--- src/rtl/uart_cmd_responder.sv ---
// uart_cmd_responder: full-duplex 8N1 UART that assembles two received bytes
// into a 16-bit command and transmits single-byte responses on request.
// Optional feature macro: CMD_TIMEOUT_EN -- when defined, a half-assembled
// command is dropped if the gap before the second byte reaches TIMEOUT_CYCLES.
module uart_cmd_responder #(
    parameter int          BAUD_CYCLES    = 2604,
    parameter logic [25:0] TIMEOUT_CYCLES = 26'd2_500_000
) (
    input  logic        clk,
    input  logic        rst_n,
    input  logic        RX,
    output logic        TX,
    output logic [15:0] cmd,
    output logic        cmd_rdy,
    input  logic        clr_cmd_rdy,
    input  logic [7:0]  resp,
    input  logic        send_resp,
    output logic        resp_sent
);

    localparam int            BW        = $clog2(BAUD_CYCLES);
    localparam logic [BW-1:0] BAUD_LAST = BW'(BAUD_CYCLES - 1);
    localparam logic [BW-1:0] BAUD_HALF = BW'(BAUD_CYCLES / 2);

    typedef enum logic {
        WAIT_HI = 1'b0,
        WAIT_LO = 1'b1
    } asm_state_t;

    logic          rx_meta;
    logic          rx_sync;
    logic          rx_prev;
    logic          start_det;

    logic          rx_busy;
    logic [BW-1:0] rx_baud;
    logic [3:0]    rx_bit;
    logic [7:0]    rx_shift;
    logic          byte_valid;

    asm_state_t    state;
    logic [7:0]    hi_byte;
`ifdef CMD_TIMEOUT_EN
    logic [25:0]   to_cnt;
`endif

    logic          tx_busy;
    logic [BW-1:0] tx_baud;
    logic [3:0]    tx_bit;
    logic [7:0]    tx_shift;

    // Two-flop synchronizer plus one history flop for falling-edge detection.
    always_ff @(posedge clk) begin
        if (!rst_n) begin
            rx_meta <= 1'b1;
            rx_sync <= 1'b1;
            rx_prev <= 1'b1;
        end else begin
            rx_meta <= RX;
            rx_sync <= rx_meta;
            rx_prev <= rx_sync;
        end
    end

    assign start_det = !rx_busy && rx_prev && !rx_sync;

    // Receiver: mid-bit sampling; goes idle at the stop-bit sample so a
    // back-to-back start edge is never missed. A high start sample aborts.
    always_ff @(posedge clk) begin
        if (!rst_n) begin
            rx_busy    <= 1'b0;
            rx_baud    <= '0;
            rx_bit     <= 4'd0;
            rx_shift   <= 8'h00;
            byte_valid <= 1'b0;
        end else begin
            byte_valid <= 1'b0;
            if (!rx_busy) begin
                if (start_det) begin
                    rx_busy <= 1'b1;
                    rx_baud <= '0;
                    rx_bit  <= 4'd0;
                end
            end else if (rx_baud == BAUD_HALF) begin
                if (rx_bit == 4'd0) begin
                    rx_busy <= !rx_sync;
                    rx_baud <= rx_sync ? '0 : rx_baud + 1'b1;
                end else if (rx_bit == 4'd9) begin
                    rx_busy    <= 1'b0;
                    rx_baud    <= '0;
                    rx_bit     <= 4'd0;
                    byte_valid <= rx_sync;
                end else begin
                    rx_shift <= {rx_sync, rx_shift[7:1]};
                    rx_baud  <= rx_baud + 1'b1;
                end
            end else if (rx_baud == BAUD_LAST) begin
                rx_baud <= '0;
                rx_bit  <= rx_bit + 4'd1;
            end else begin
                rx_baud <= rx_baud + 1'b1;
            end
        end
    end

    // Command assembly FSM; a load sets cmd_rdy and takes priority over a clear.
    always_ff @(posedge clk) begin
        if (!rst_n) begin
            state   <= WAIT_HI;
            hi_byte <= 8'h00;
            cmd     <= 16'h0000;
            cmd_rdy <= 1'b0;
`ifdef CMD_TIMEOUT_EN
            to_cnt  <= 26'd0;
`endif
        end else begin
            case (state)
                WAIT_HI: begin
                    if (byte_valid) begin
                        hi_byte <= rx_shift;
                        state   <= WAIT_LO;
                    end
                end
                WAIT_LO: begin
                    if (byte_valid) begin
                        cmd   <= {hi_byte, rx_shift};
                        state <= WAIT_HI;
                    end
`ifdef CMD_TIMEOUT_EN
                    else if (!rx_busy && (to_cnt == TIMEOUT_CYCLES - 26'd1)) begin
                        hi_byte <= 8'h00;
                        state   <= WAIT_HI;
                    end
`endif
                end
                default: state <= WAIT_HI;
            endcase

            if ((state == WAIT_LO) && byte_valid) begin
                cmd_rdy <= 1'b1;
            end else if (clr_cmd_rdy || ((state == WAIT_HI) && start_det)) begin
                cmd_rdy <= 1'b0;
            end

`ifdef CMD_TIMEOUT_EN
            // Idle-gap counter only advances in WAIT_LO with the receiver idle.
            if ((state == WAIT_LO) && !rx_busy && !byte_valid) begin
                to_cnt <= to_cnt + 26'd1;
            end else begin
                to_cnt <= 26'd0;
            end
`endif
        end
    end

    // Transmitter: start bit on the cycle after acceptance, then 8 data bits
    // LSB first and a stop bit, each BAUD_CYCLES long; busy requests are dropped.
    always_ff @(posedge clk) begin
        if (!rst_n) begin
            tx_busy   <= 1'b0;
            tx_baud   <= '0;
            tx_bit    <= 4'd0;
            tx_shift  <= 8'h00;
            TX        <= 1'b1;
            resp_sent <= 1'b0;
        end else if (!tx_busy) begin
            if (send_resp) begin
                tx_busy   <= 1'b1;
                tx_shift  <= resp;
                tx_baud   <= '0;
                tx_bit    <= 4'd0;
                TX        <= 1'b0;
                resp_sent <= 1'b0;
            end
        end else if (tx_baud == BAUD_LAST) begin
            tx_baud <= '0;
            if (tx_bit == 4'd9) begin
                tx_busy   <= 1'b0;
                tx_bit    <= 4'd0;
                TX        <= 1'b1;
                resp_sent <= 1'b1;
            end else if (tx_bit == 4'd8) begin
                tx_bit <= 4'd9;
                TX     <= 1'b1;
            end else begin
                tx_bit   <= tx_bit + 4'd1;
                TX       <= tx_shift[0];
                tx_shift <= {1'b0, tx_shift[7:1]};
            end
        end else begin
            tx_baud <= tx_baud + 1'b1;
        end
    end

endmodule

--- config.mk ---
export PLATFORM = sky130hd
export DESIGN_NAME = uart_cmd_responder
export DESIGN_NICKNAME = d
export VERILOG_FILES = /design/src/rtl/uart_cmd_responder.sv
export SDC_FILE = /design/constraint.sdc
export NUM_CORES = 1
export LEC_CHECK = 0
export ABC_AREA = 1
export CORE_MARGIN = 5
export CORE_UTILIZATION = 55
export CTS_CLUSTER_DIAMETER = 50
export CTS_CLUSTER_SIZE = 24
export DETAILED_ROUTE_END_ITERATION = 12
export PLACE_DENSITY = 0.76
export SLEW_MARGIN = 20
export SYNTH_ARGS = -nofsm -noshare
export SYNTH_HDL_FRONTEND = slang
export SYNTH_SLANG_ARGS = --single-unit
--- constraint.sdc ---
create_clock -name clk -period 1.6 [get_ports clk]
set_input_delay 0.4 -clock clk [delete_from_list [all_inputs] [get_ports clk]]
set_output_delay 0.4 -clock clk [all_outputs]
set_load 0.005 [all_outputs]
# Word-level counts from Yosys, hierarchy flattened
# Cells that the tools add are included.
[totals]
in_bits = 13
elab_cells = 108
reg_bits = 82
out_inout_bits = 19
[classes]
n_reduce_logical = 19
add_sub_neg = 4
mux = 48
n_eq_ne = 13
n_bitwise = 6
[ops]
columns = ["cell", "count"]
rows = [
  ["$mux 12", 10],
  ["$mux 4", 11],
  ["$mux 8", 5],
  ["$add 12x1->12 const B", 2],
  ["$eq 12x12->1 const B", 2],
  ["$mux 1", 21],
  ["$eq 12x11->1 const B", 1],
  ["$eq 4x4->1 const B", 3],
  ["$reduce_and 4->1", 3],
  ["$add 4x1->4 const B", 2],
  ["$not 1->1", 6],
  ["$reduce_and 2->1", 3],
  ["$reduce_bool 2->1", 3],
  ["$reduce_or 5->1", 1],
  ["$logic_and 1x1->1", 4],
  ["$logic_not 4->1", 1],
  ["$ne 2x1->1 const B", 2],
  ["$ne 2x2->1 const B", 2],
  ["$ne 3x1->1 const B", 1],
  ["$ne 3x2->1 const B", 1],
  ["$ne 3x3->1 const B", 1],
  ["$reduce_and 3->1", 1],
  ["$logic_not 1->1", 2],
  ["$pmux 1 s2", 1],
  ["$logic_or 1x1->1", 1],
]

# Depth between registers and ports, before layout
[logic_depth]
ltp_word = 7
mapped_depth = 12
ltp_nobuf = 11

# Worst setup path before layout
# No wires, ideal clock.
[synth_path]
kind = "reg-to-reg"
start = "register rx_bit[1]"
end = "register rx_shift[0]"
t_required_ns = 1.468
period_less_slack_ns = 1.432
setup_slack_ns = 0.168
setup_ns = 0.132
stages_incl_launch_ff = 9
path_buffers = 0
t_arrival_ns = 1.300
cell_sequence = "dfxtp_1 > inv_1 > ha_1 > nand3_1 > nand2_1 > nor3_4 > inv_2 > nand2_1 > a21oi_1"
[synth_via]
elab_chain_cells = 3
word_cells_on_any_way = 5
cone_classes = "1 x eq/ne; 2 x bitwise; 2 x reduce/logical"
[synth_rtl]
columns = ["element", "line", "text"]
rows = [
  ["start, declared", "37", "logic [3:0] rx_bit;"],
  ["start signal, assigned", "99", "rx_bit <= rx_bit + 4'd1;"],
  ["$eq 4x4->1 / $logic_not 4->1 (equally long branches)", "88, 85", ""],
  ["$not 1->1 (no source line)", "n/a", ""],
  ["$reduce_and 4->1 (no source line) (*)", "n/a", ""],
  ["end signal, assigned", "94", "rx_shift <= {rx_sync, rx_shift[7:1]};"],
  ["end, declared", "38", "logic [7:0] rx_shift;"],
]
# Mark *: on every way between the ends. The rest lies on a longest branch, timed or not.
# A chain may end at the register's enable or synchronous reset.

# Worst setup path in the final report
[layout_path]
start = "register rx_baud[7]"
end = "register rx_shift[6]"
[layout_via]
elab_chain_cells = 2
[layout_rtl]
columns = ["element", "line", "text"]
rows = [
  ["start, declared", "36", "logic [BW-1:0] rx_baud;"],
  ["start signal, assigned", "87", "rx_baud <= rx_sync ? '0 : rx_baud + 1'b1;"],
  ["start signal, assigned", "95", "rx_baud <= rx_baud + 1'b1;"],
  ["start signal, assigned", "101", "rx_baud <= rx_baud + 1'b1;"],
  ["$eq 12x11->1", "84", "end else if (rx_baud == BAUD_HALF) begin"],
  ["$reduce_and 4->1 (no source line)", "n/a", ""],
]
# No other way between the ends.

==> flow_summary.ini <==
[critical_path]
reg2reg_slack_ps = 30
path_max_fanout = 8
crit_top_cell = nand2_1
critPathLaunch = rx_baud[7]
reg2reg_from = rx_baud[7]
worstSetupStartpointType = register
critPathBufInv = 3
crit_family = simple AND/OR/NAND/NOR gates
end_kind = register
path_cells = inv_1 > nand2_1 > nor2_2 > nand3_2 > nor3_4 > buf_6 > inv_2 > nand2_1 > a21oi_1
critical_path_arrival_ps = 1830
reg2reg_depth = 9
crit_type = reg -> reg
worst_r2r_endpoint = rx_shift[6]
slowest_stage = dfxtp_1
crit_cells = 9
max_stage_delay_ps = 350
cp.required_ps = 1850

[cts]
clk_latency_ps = 360
clock_sinks = 82
cts_buffers = 9
cts.clk_slew.worst_paths_ps = 90
cts_buffer_depth = 2
cts_max_level = 3
clockRootBuffer = clkbuf_8
cts_tree = yes

[grt]
grt_pass1_vias = 3451
grt_max_degree = 44
overflow = 0
grt_pass1_wl_mm = 15.1
antenna_found_initial = 0
grt_usage_pct = 20.6

[synthesis]
synth_ff_type = dfxtp_1
synth_area_leaders = dfxtp_1 42%, nand2_1 13%, nor2_1 9.6%
ys_types = 35
netlist.area_leader.share_pct = 41.6
ys_seq_area_share_pct = 41.6
syn_area_per_cell_sq_um = 6.94
synth_top_cell_by_area = dfxtp_1
ys.warnings.count = 0
ys_ff_latch = 82
ys_top_cells_by_count = 138 x nand2_1, 101 x nor2_1, 82 x dfxtp_1
synth_nets = 593
synth_most_common_cell = nand2_1
synth-edff-count = 0
synthCells = 569
netlist_area_sq_um = 3950
async_flop_share_pct = 0

[die]
coreArea_sq_um = 6910
start_util_pct = 57.2
die_h_um = 94.7
rows = 30
dieWidth_um = 94.7
boundaryPins = 32
die_area_sq_um = 8970

[pwr]
p_int_mw = 3.30
powerDensity_nw_per_um2 = 881
ir_worst_vdd_uv = 566
p_sw_share_pct = 24.4
finalPower_mw = 4.36
leakagePower_nw = 2.22
p_switching_mw = 1.06
p_comb_share_pct = 8.1
seq_power_share_pct = 48.5
power_frac_clock_pct = 43.4

[route]
num_vias = 3823
drtIter0Drc = 231
wl_per_cell_um = 12.9
drc = 0
drt-pass1-iter-count = 5
viasPerCell = 5.29
antenna_left = 0
drt-total-wl_mm = 9.33

[placed_design]
routabilityCongestion = 0.951
dp_hpwl_mm = 6.20
numPortBuffers = 31

[status]
status = finished clean

[cells_and_area]
final_util_pct = 71.6
multiInputGateArea_sq_um = 2170
drive_gt1_share_pct = 18.0
fillers = 540
seq_area_sq_um = 1670
syn2layout_area_growth_pct = 25.2
diodes = 0
final_nets = 646

[sta]
slew_headroom_pct = 70.0
period_needed_ps = 1570
maxSlewViolCount = 0
max_freq_mhz = 636
finalCritPeriodShare_pct = 98.3
setup_tns_ps = 0
setup_viol = 0
worst_pin_slew_ps = 447
finalHoldViolCount = 0
fin_skew_ps = 11.7

[flow_run]
cap_violations = 0

[hold_path]
holdPathEnd = rx_sync
hold_path_class = reg -> reg
hold-path-cell-count = 1
hp-start = rx_meta
how the worst max path moves through the flow:
stage | to
finish | rx_shift[6]
detailed placement | tx_bit[3]
floorplan | rx_shift[0]
CTS | cmd[9]
global route | rx_shift[6]
global placement | tx_bit[3]
power groups by stage:
| stage | Combinational, mW | Clock (mW) | Sequential, mW |
|---|---|---|---|
| global placement | 0.314 | 0 | 2.15 |
| finish | 0.353 | 1.89 | 2.11 |
| detailed placement | 0.323 | 0 | 2.15 |
| floorplan | 0.212 | 0 | 2.14 |
| global route | 0.393 | 2.01 | 2.12 |
| CTS | 0.329 | 1.92 | 2.11 |
worst reg2reg max path, delay by kind of cell (launching register included):
| family | cells | cell delay (ps) |
|---|---|---|
| compound gates | 1 | 70 |
| buf+inv | 3 | 310 |
| flops | 1 | 350 |
| simple gates | 5 | 720 |
area by class of cell:
cell class / count / share of cell area (%)
clock buffer: 9 / 2.51
clock inverter: 7 / 2.63
inverter: 51 / 3.92
multi-input combinational: 420 / 43.9
sequential: 82 / 33.8
tap: 96 / 2.43
timing repair buffer: 58 / 10.9
logic make-up after synthesis:
group / Yosys count / share of synthesized area (%)
buf+inv: 68 / 6.84
compound gates: 81 / 10.8
fa+ha+maj: 11 / 3.49
simple gates: 321 / 36.0
flops: 82 / 41.6
xor+xnor: 6 / 1.33
routing by layer:
| layer | track usage (%) | part of all wire [%] | up-vias |
|---|---|---|---|
| met5 | 0 | 0 | - |
| met4 | 7.93 | 2.0 | 0 |
| met3 | 3.51 | 5.5 | 23 |
| met2 | 35.1 | 50 | 133 |
| met1 | 26.0 | 43 | 1735 |
| li1 | - | - | 1932 |
cell usage in the layout, fill, tap and decap left out, drive strengths merged:
master,count
clkdlybuf4s50,12
nand3b,9
a211oi,1
dfxtp,82
clkinv,1
xor2,5
nor2,112
xnor2,1
clkbuf,9
nor4,2
nor3,13
nand3,32
o211ai,1
dlymetal6s2s,8
and3,1
or2,3
nand2,139
bufinv,3
o21ai,39
dlygate4sd2,11
nand4,11
buf,27
inv,54
o31ai,1
a21oi,37
ha,11
o21bai,2
flip-flops by register name (all words and copies together), names as in the netlist:
register    cells
rx_bit          4
resp_sent       1
state           1
rx_baud        12
rx_shift        8
rx_prev         1
tx_shift        8
tx_busy         1
TX              1
rx_meta         1
tx_bit          4
rx_busy         1
tx_baud        12
cmd_rdy         1
cmd            16
rx_sync         1
byte_valid      1
hi_byte         8
metrics by stage:
stage / std cells / setup WS, ps / hold WS [ps] / area, sq um
6_report: 723 / 27.1 / 419 / 4940
5_1_grt: 723 / -50.0 / 426 / 4940
4_1_cts: 714 / 0.773 / 423 / 4710
3_5_place_dp: 697 / -84.9 / 402 / 4450
3_3_place_gp: 697 / -24.3 / 395 / 4450
2_1_floorplan: 569 / 168 / 393 / 3950
timing repair:
action / 4_1_cts / 5_1_grt
setup buffers: 0 / 9
cloned: 1 / 0
setup endpoints to repair: 31 / 42
resized for setup: 21 / 56
hold buffers: 0 / 0
pin swaps: 2 / 12
(Power assumes the default switching activity.)
